[src/rtl/mc_control_unit.sv]
// Multi-cycle control unit: owns PC/IR, fetches 16-bit instructions and sequences the datapath control word.
// Optional macro CU_ILLEGAL_TRAP_EN: opcode F sets a sticky illegal flag and halts instead of acting as NOP.
module mc_control_unit #(
  parameter int              PC_W     = 8,
  parameter logic [PC_W-1:0] RESET_PC = '0
) (
  input  logic            clk,
  input  logic            rst_n,
  output logic            imem_req,
  output logic [PC_W-1:0] imem_addr,
  input  logic            imem_valid,
  input  logic [15:0]     imem_rdata,
  output logic            dmem_req,
  output logic            dmem_we,
  output logic [7:0]      dmem_addr,
  output logic [7:0]      dmem_wdata,
  input  logic            dmem_valid,
  input  logic [7:0]      A_data,
  input  logic [7:0]      B_data,
  input  logic            Z,
  input  logic            N,
  output logic [2:0]      DA,
  output logic [2:0]      AA,
  output logic [2:0]      BA,
  output logic            TD,
  output logic            TA,
  output logic            TB,
  output logic            RW,
  output logic            MB,
  output logic            MD,
  output logic [3:0]      FS,
  output logic [7:0]      const_out,
  output logic            halted,
  output logic            illegal
);

  typedef enum logic [2:0] {
    S_FETCH, S_EXEC, S_MEMW, S_SW1, S_SW2, S_HALT
  } state_t;

  typedef enum logic [3:0] {
    OP_NOP  = 4'h0, OP_ADD  = 4'h1, OP_SUB  = 4'h2, OP_AND  = 4'h3,
    OP_OR   = 4'h4, OP_XOR  = 4'h5, OP_ADDI = 4'h6, OP_LDI  = 4'h7,
    OP_LD   = 4'h8, OP_ST   = 4'h9, OP_BRZ  = 4'hA, OP_BRN  = 4'hB,
    OP_JMP  = 4'hC, OP_SWAP = 4'hD, OP_HALT = 4'hE, OP_RSVD = 4'hF
  } opcode_t;

  localparam logic [3:0] FS_PASS_A = 4'b0000;
  localparam logic [3:0] FS_ADD    = 4'b0010;
  localparam logic [3:0] FS_SUB    = 4'b0101;
  localparam logic [3:0] FS_AND    = 4'b1000;
  localparam logic [3:0] FS_OR     = 4'b1001;
  localparam logic [3:0] FS_XOR    = 4'b1010;
  localparam logic [3:0] FS_PASS_B = 4'b1100;

  // Branch arithmetic is done wide enough for both PC and the 9-bit offset.
  localparam int SUM_W = (PC_W > 9) ? PC_W : 9;

  state_t            r_state;
  state_t            w_state_next;
  logic [PC_W-1:0]   r_pc;
  logic [PC_W-1:0]   w_pc_next;
  logic [15:0]       r_ir;
  logic              r_imem_req;
  logic              w_fetch_ack;

  opcode_t           w_op;
  logic [2:0]        w_dr;
  logic [2:0]        w_sa;
  logic [2:0]        w_sb;
  logic [7:0]        w_imm;
  logic [8:0]        w_off9;
  logic [SUM_W-1:0]  w_br_sum;
  logic [PC_W-1:0]   w_br_target;
  logic [PC_W-1:0]   w_jmp_target;

  assign w_op   = opcode_t'(r_ir[15:12]);
  assign w_dr   = r_ir[11:9];
  assign w_sa   = r_ir[8:6];
  assign w_sb   = r_ir[5:3];
  assign w_imm  = {2'b00, r_ir[5:0]};
  assign w_off9 = {r_ir[11:9], r_ir[5:0]};

  // r_pc already points past the branch when EXEC runs.
  assign w_br_sum     = SUM_W'(r_pc) + SUM_W'($signed(w_off9));
  assign w_br_target  = w_br_sum[PC_W-1:0];
  assign w_jmp_target = PC_W'(A_data);

  assign w_fetch_ack = (r_state == S_FETCH) && r_imem_req && imem_valid;
  assign imem_req    = r_imem_req;
  assign imem_addr   = r_pc;

`ifdef CU_ILLEGAL_TRAP_EN
  logic r_illegal;
  logic w_illegal_set;
  assign illegal = r_illegal;
`else
  assign illegal = 1'b0;
`endif

  always_comb begin
    // NOTE: every signal written here gets a default first, so no branch can infer a latch.
    w_state_next = r_state;
    w_pc_next    = r_pc;
`ifdef CU_ILLEGAL_TRAP_EN
    w_illegal_set = 1'b0;
`endif
    DA         = w_dr;
    AA         = w_sa;
    BA         = w_sb;
    TD         = 1'b0;
    TA         = 1'b0;
    TB         = 1'b0;
    RW         = 1'b0;
    MB         = 1'b0;
    MD         = 1'b0;
    FS         = FS_PASS_A;
    const_out  = w_imm;
    dmem_req   = 1'b0;
    dmem_we    = 1'b0;
    dmem_addr  = '0;
    dmem_wdata = '0;
    halted     = 1'b0;

    case (r_state)
      S_FETCH: begin
        if (w_fetch_ack) begin
          w_pc_next    = r_pc + PC_W'(1);
          w_state_next = S_EXEC;
        end
      end

      S_EXEC: begin
        w_state_next = S_FETCH;
        case (w_op)
          OP_NOP:  ;
          OP_ADD:  begin RW = 1'b1; FS = FS_ADD; end
          OP_SUB:  begin RW = 1'b1; FS = FS_SUB; end
          OP_AND:  begin RW = 1'b1; FS = FS_AND; end
          OP_OR:   begin RW = 1'b1; FS = FS_OR;  end
          OP_XOR:  begin RW = 1'b1; FS = FS_XOR; end
          OP_ADDI: begin RW = 1'b1; MB = 1'b1; FS = FS_ADD;    end
          OP_LDI:  begin RW = 1'b1; MB = 1'b1; FS = FS_PASS_B; end
          OP_LD, OP_ST: w_state_next = S_MEMW;
          OP_BRZ:  if (Z) w_pc_next = w_br_target;
          OP_BRN:  if (N) w_pc_next = w_br_target;
          OP_JMP:  w_pc_next = w_jmp_target;
          OP_SWAP: begin
            // First leg parks Rd in the temp register R8.
            RW           = 1'b1;
            TD           = 1'b1;
            AA           = w_dr;
            w_state_next = S_SW1;
          end
          OP_HALT: w_state_next = S_HALT;
          OP_RSVD: begin
`ifdef CU_ILLEGAL_TRAP_EN
            w_illegal_set = 1'b1;
            w_state_next  = S_HALT;
`endif
          end
        endcase
      end

      S_MEMW: begin
        dmem_req   = 1'b1;
        dmem_we    = (w_op == OP_ST);
        dmem_addr  = A_data;
        dmem_wdata = B_data;
        if (dmem_valid) begin
          w_state_next = S_FETCH;
          if (w_op == OP_LD) begin
            RW = 1'b1;
            MD = 1'b1;
          end
        end
      end

      S_SW1: begin
        RW           = 1'b1;
        w_state_next = S_SW2;
      end

      S_SW2: begin
        RW           = 1'b1;
        DA           = w_sa;
        TA           = 1'b1;
        w_state_next = S_FETCH;
      end

      S_HALT: halted = 1'b1;

      default: w_state_next = S_FETCH;
    endcase
  end

  always_ff @(posedge clk or negedge rst_n) begin
    // NOTE: sequential state uses non-blocking assignments so all registers update from pre-edge values.
    if (!rst_n) begin
      r_state    <= S_FETCH;
      r_pc       <= RESET_PC;
      r_ir       <= '0;
      r_imem_req <= 1'b0;
    end else begin
      r_state    <= w_state_next;
      r_pc       <= w_pc_next;
      r_imem_req <= (w_state_next == S_FETCH);
      if (w_fetch_ack) r_ir <= imem_rdata;
    end
  end

`ifdef CU_ILLEGAL_TRAP_EN
  always_ff @(posedge clk or negedge rst_n) begin
    if (!rst_n)             r_illegal <= 1'b0;
    else if (w_illegal_set) r_illegal <= 1'b1;
  end
`endif

endmodule

[config.mk]
export PLATFORM = sky130hd
export DESIGN_NAME = mc_control_unit
export DESIGN_NICKNAME = d
export VERILOG_FILES = /design/src/rtl/mc_control_unit.sv
export SDC_FILE = /design/constraint.sdc
export NUM_CORES = 1
export LEC_CHECK = 0
export ABC_CLOCK_PERIOD_IN_PS = 2300
export BUFFER_PORTS_ARGS = -buffer_cell sky130_fd_sc_hd__buf_4
export CORE_MARGIN = 3
export CORE_UTILIZATION = 48
export DETAILED_ROUTE_END_ITERATION = 10
export PLACE_DENSITY = 0.8
export SKIP_CTS_REPAIR_TIMING = 1
export SYNTH_ARGS = -nofsm -noshare
export SYNTH_HDL_FRONTEND = slang
export SYNTH_SLANG_ARGS = --single-unit
export TNS_END_PERCENT = 10
[constraint.sdc]
create_clock -name clk -period 2.3 [get_ports clk]
set_input_delay 0.115 -clock clk [delete_from_list [all_inputs] [get_ports clk]]
set_output_delay 0.115 -clock clk [all_outputs]
set_load 0.05 [all_outputs]
# ---- Word-level counts from Yosys, hierarchy flattened
# Index checks and enable logic that the tools add are counted.
dict set report op_classes {
  n_eq_ne 23
  n_addsub 2
  n_reduce_logical 11
  muxes 29
}
# operator n
set ops {}
lappend ops {{2-to-1 mux 8 bit} 5}
lappend ops {{equality test 4 bit, second input constant} 7}
lappend ops {{one-hot mux 4 bit (6 select lines)} 1}
lappend ops {{one-hot mux 8 bit (3 select lines)} 1}
lappend ops {{equality test 4 x 3 -> 1 bit, second input constant} 4}
lappend ops {{one-hot mux 8 bit (2 select lines)} 1}
lappend ops {{2-to-1 mux 3 bit} 5}
lappend ops {{one-hot mux 3 bit (5 select lines)} 1}
lappend ops {{2-to-1 mux 1 bit} 12}
lappend ops {{one-hot mux 3 bit (3 select lines)} 1}
lappend ops {{adder 8 x 1 -> 8 bit, second input constant} 1}
lappend ops {{adder 8 bit} 1}
lappend ops {{equality test 4 x 2 -> 1 bit, second input constant} 2}
lappend ops {{OR reduction 2 bit} 4}
lappend ops {{OR reduction 8 bit} 1}
lappend ops {{equality test 3 x 2 -> 1 bit, second input constant} 2}
lappend ops {{equality test 3 bit, second input constant} 2}
lappend ops {{zero test 3 bit} 2}
lappend ops {{inequality test 3 bit, second input constant} 2}
lappend ops {{AND reduction 5 bit} 1}
lappend ops {{equality test 4 x 1 -> 1 bit, second input constant} 1}
lappend ops {{2-to-1 mux 4 bit} 1}
lappend ops {{inequality test 4 x 2 -> 1 bit, second input constant} 1}
lappend ops {{equality test 3 x 1 -> 1 bit, second input constant} 1}
lappend ops {{4 further kinds} 5}
dict set report word_totals {
  register_bits 28
}

# ---- Depth between registers and ports, before layout
dict set report logic_depth {
  depth_word 6
  ltp_mapped 9
  depth_no_buf 9
}

# ---- Worst setup path after synthesis
# Ideal clock, no wire load.
dict set report synth_timing {
  path_type {register to output}
  from {register r_state[0]}
  to {output port RW}
  stages_incl_launch_ff 5
  arrival_ps 2670
  setup_slack_ps -485
  path_cell_list {dfrtp_1 -> nor3b_2 -> nand3_1 -> nor3b_1 -> or3_1}
}
dict set report synth_via {
  elab_chain_len 3
}
# element line
set synth_rtl {}
lappend synth_rtl {{start, declared} 59} ;# state_t r_state;
lappend synth_rtl {{start signal, assigned} 205} ;# r_state <= w_state_next;
lappend synth_rtl {{equality test 3 x 2 -> 1 bit / equality test 3 bit (equally long branches)} 125} ;# case (r_state)
lappend synth_rtl {{OR reduction 2 bit (no line)} --}
lappend synth_rtl {{one-hot mux 1 bit (3 select lines) (*)} 125}
lappend synth_rtl {{end, declared} 28} ;# output logic RW,
# Every way passes the cells marked *; elsewhere a longest branch is shown, timed or not.

# ---- Final worst setup path
dict set report layout_timing {
  from {register r_state[1]}
  to {output port AA[1]}
}
dict set report layout_via {
  elab_chain_len 2
}
# element line
set layout_rtl {}
lappend layout_rtl {{equality test 3 x 1 -> 1 bit} 125}
lappend layout_rtl {{2-to-1 mux 3 bit} 125}
lappend layout_rtl {{end, declared} 23} ;# output logic [2:0] AA,
# No other way between the ends.

==> impl_metrics.csv <==
group,metric,value,unit
place,dpl.cell_count,397,
routing,dr.pass1.iters,5,
worst_setup_path,crit_type,"reg -> out",
sta,hold-worst-slack,0.0195,ns
finish,fin_util,68.9,%
logic_synthesis,synth_warnings,0,
finish,mostFrequentLayoutCell,"buf_4",
clocking,clk_path_buf_depth,2,
sta,drv_slew,0,
global_routing,grt_pass1_vias,1972,
sta,fin_crit,2.19,ns
clocking,h-tree-depth,1,
logic_synthesis,synth_area,2170,um2
power,ir_drop,0.00103,V
sta,setup_viol,0,
floorplan,die_w,73.3,um
logic_synthesis,async_reset_ff_share,100,%
clocking,cts_buffers,3,
finish,nets,400,
logic_synthesis,ys_ff_latch,28,
run,cap_viol_max_count,0,
place,dp_slack,0.204,ns
worst_setup_path,required,2.18,ns
sta,skew,0.00154,ns
sta,fin_tns_setup,0,ns
sta,rsz0062_at_grt,"false",
outcome,status,"finished clean",
floorplan,io_pins,94,
routing,ant_nets,0,
clocking,cts_root_buffer,"clkbuf_8",
routing,vias_per_cell,5.47,
sta,finalHoldViolCount,0,
logic_synthesis,ys.flop_type,"dfrtp_1",
finish,finalNonFillerCells,401,
routing,drt_iter0_markers,214,
power,p_total,4.74,mW
floorplan,coreArea,4170,um2
place,routabilityCongestion,0.898,
place,io_buffer_count,89,
floorplan,dieArea,5370,um2
clocking,cts.sinks,28,
clocking,clk_latency,0.28,ns
finish,diodes,0,
place,dp_hpwl,4.53,mm
floorplan,fp.dieH,73.3,um
finish,area_growth_syn_to_layout,32.3,%
routing,vias,2193,
power,power_per_cell_area,1650,nW/um2
logic_synthesis,post_synth_inst_count,273,
logic_synthesis,avgSynthCellArea,7.96,um2
clocking,tritoncts,"done",
global_routing,grt_max_degree,29,
worst_setup_path,worstPathArrival,2.07,ns
sta,timing.fmax,458,MHz
routing,finalWirelength,5.99,mm
sta,min_period_over_period,95.0,%
global_routing,grt_pass1_wl,9.23,mm
finish,final_cell_mix,"buf_4 (98), nand2_1 (65), dfrtp_1 (28)",
routing,wire_per_inst,14.9,um
finish,drive_gt1_share,32.8,%
floorplan,initial_core_util,52.1,%
floorplan,rows,23,
clocking,clkTransAtPathRegs,0.10,ns
global_routing,grt_overflow_total,0,
worst_setup_path,cp_max_fo,7,
worst_hold_path,hp-class,"in -> reg",
power,p_leak,1.48,nW
global_routing,antenna_found_initial,0,
sta,fin_ws,0.115,ns
logic_synthesis,synth_edf_count,0,
worst_setup_path,crit_path_end_kind,"primary output",
global_routing,grt_usage,21.8,%
logic_synthesis,yosysUniqueCellTypes,53,
finish,design_area,2870,um2
logic_synthesis,ys_seq_area_share,32.3,%
worst_setup_path,worstSetupStartpointType,"flip-flop",
place,postPlaceCellArea,2820,um2
routing,drc,0,
==> logic make-up (layout without fill, tap and decap cells) <==
group                    after synthesis  in the layout  synth area share [%]
buffers and inverters                 33            108                  9.39
flip-flops                            28             28                  32.3
AND/OR/NAND/NOR                      143            143                  32.6
other                                  1              4                 0.173
AO/OA/AOI/OAI                         46             46                  14.1
multiplexers                           7              7                  3.51
adder cells (fa/ha/maj)                9              9                  5.53
XOR/XNOR                               6              6                  2.42
==> metal layers <==
| metal | up-vias | global-route usage, % | share of wire [%] |
|---|---|---|---|
| li1 | 1075 | - | - |
| met1 | 998 | 28.9 | 40 |
| met2 | 111 | 37.2 | 48 |
| met3 | 9 | 2.74 | 10 |
| met4 | 0 | 5.74 | 1.6 |
| met5 | - | 0 | 0 |
==> path summary, 6_finish.rpt <==
kind / from / slack (ns) / to / depth (start not counted)
setup / recovery: r_state[1] / 0.11 / AA[1] / 5
hold / removal: imem_rdata[13] / 0.02 / r_ir[13] / 3
setup reg to reg: imem_addr[2] / 0.17 / imem_addr[6] / 7
hold reg to reg: r_ir[6] / 0.51 / r_ir[6] / 2
max in group asynchronous: rst_n / 1.74 / imem_addr[1] / 2
min in group asynchronous: rst_n / 0.29 / r_ir[8] / 2
==> cell usage after synthesis, drive strengths merged (2+ instances only) <==
library cell | number | area share (%)
xnor2 | 5 | 2.0
and2 | 19 | 5.6
nor3b | 3 | 1.3
nand3 | 10 | 2.3
buf | 23 | 7.7
o31ai | 3 | 1.3
clkbuf | 4 | 0.69
or3 | 3 | 0.86
nand2b | 3 | 0.86
a211oi | 5 | 1.7
nand4 | 2 | 0.58
nor2b | 4 | 1.2
a21oi | 10 | 2.5
nand2 | 65 | 11
a31oi | 2 | 0.58
and3 | 6 | 1.7
mux2i | 2 | 0.92
mux2 | 5 | 2.6
o22a | 2 | 0.81
inv | 6 | 1.0
nor2 | 14 | 2.4
nor4 | 2 | 0.58
dfrtp | 28 | 32
o21ai | 13 | 3.0
ha | 8 | 4.6
nor3 | 6 | 1.4
==> flip-flops by register name (all words and copies together) (netlist names) <==
| name | count |
|---|---|
| r_state | 3 |
| imem_req | 1 |
| imem_addr | 8 |
| r_ir | 16 |
==> final cells by class <==
cell class	count	area (um2)
Clock buffer	3	41.3
Fill cell	359	1300
Inverter	6	22.5
Multi-Input combinational cell	215	1300
Sequential cell	28	701
Tap cell	50	62.6
Timing Repair Buffer	99	746
==> worst max-delay path, stage by stage (launching register included) <==
cell	delay, ns
dfrtp_1	0.47
and2b_1	0.28
nand3_1	0.13
or3_4	0.43
mux2_2	0.29
buf_4	0.19
==> power by group <==
group | switching, mW | internal (mW) | total [mW]
logic | 2.18 | 1.24 | 3.42
clock network | 0.158 | 0.118 | 0.276
registers | 0.328 | 0.719 | 1.05
total | 2.67 | 2.07 | 4.74
Power figures use the tool's default switching activity.
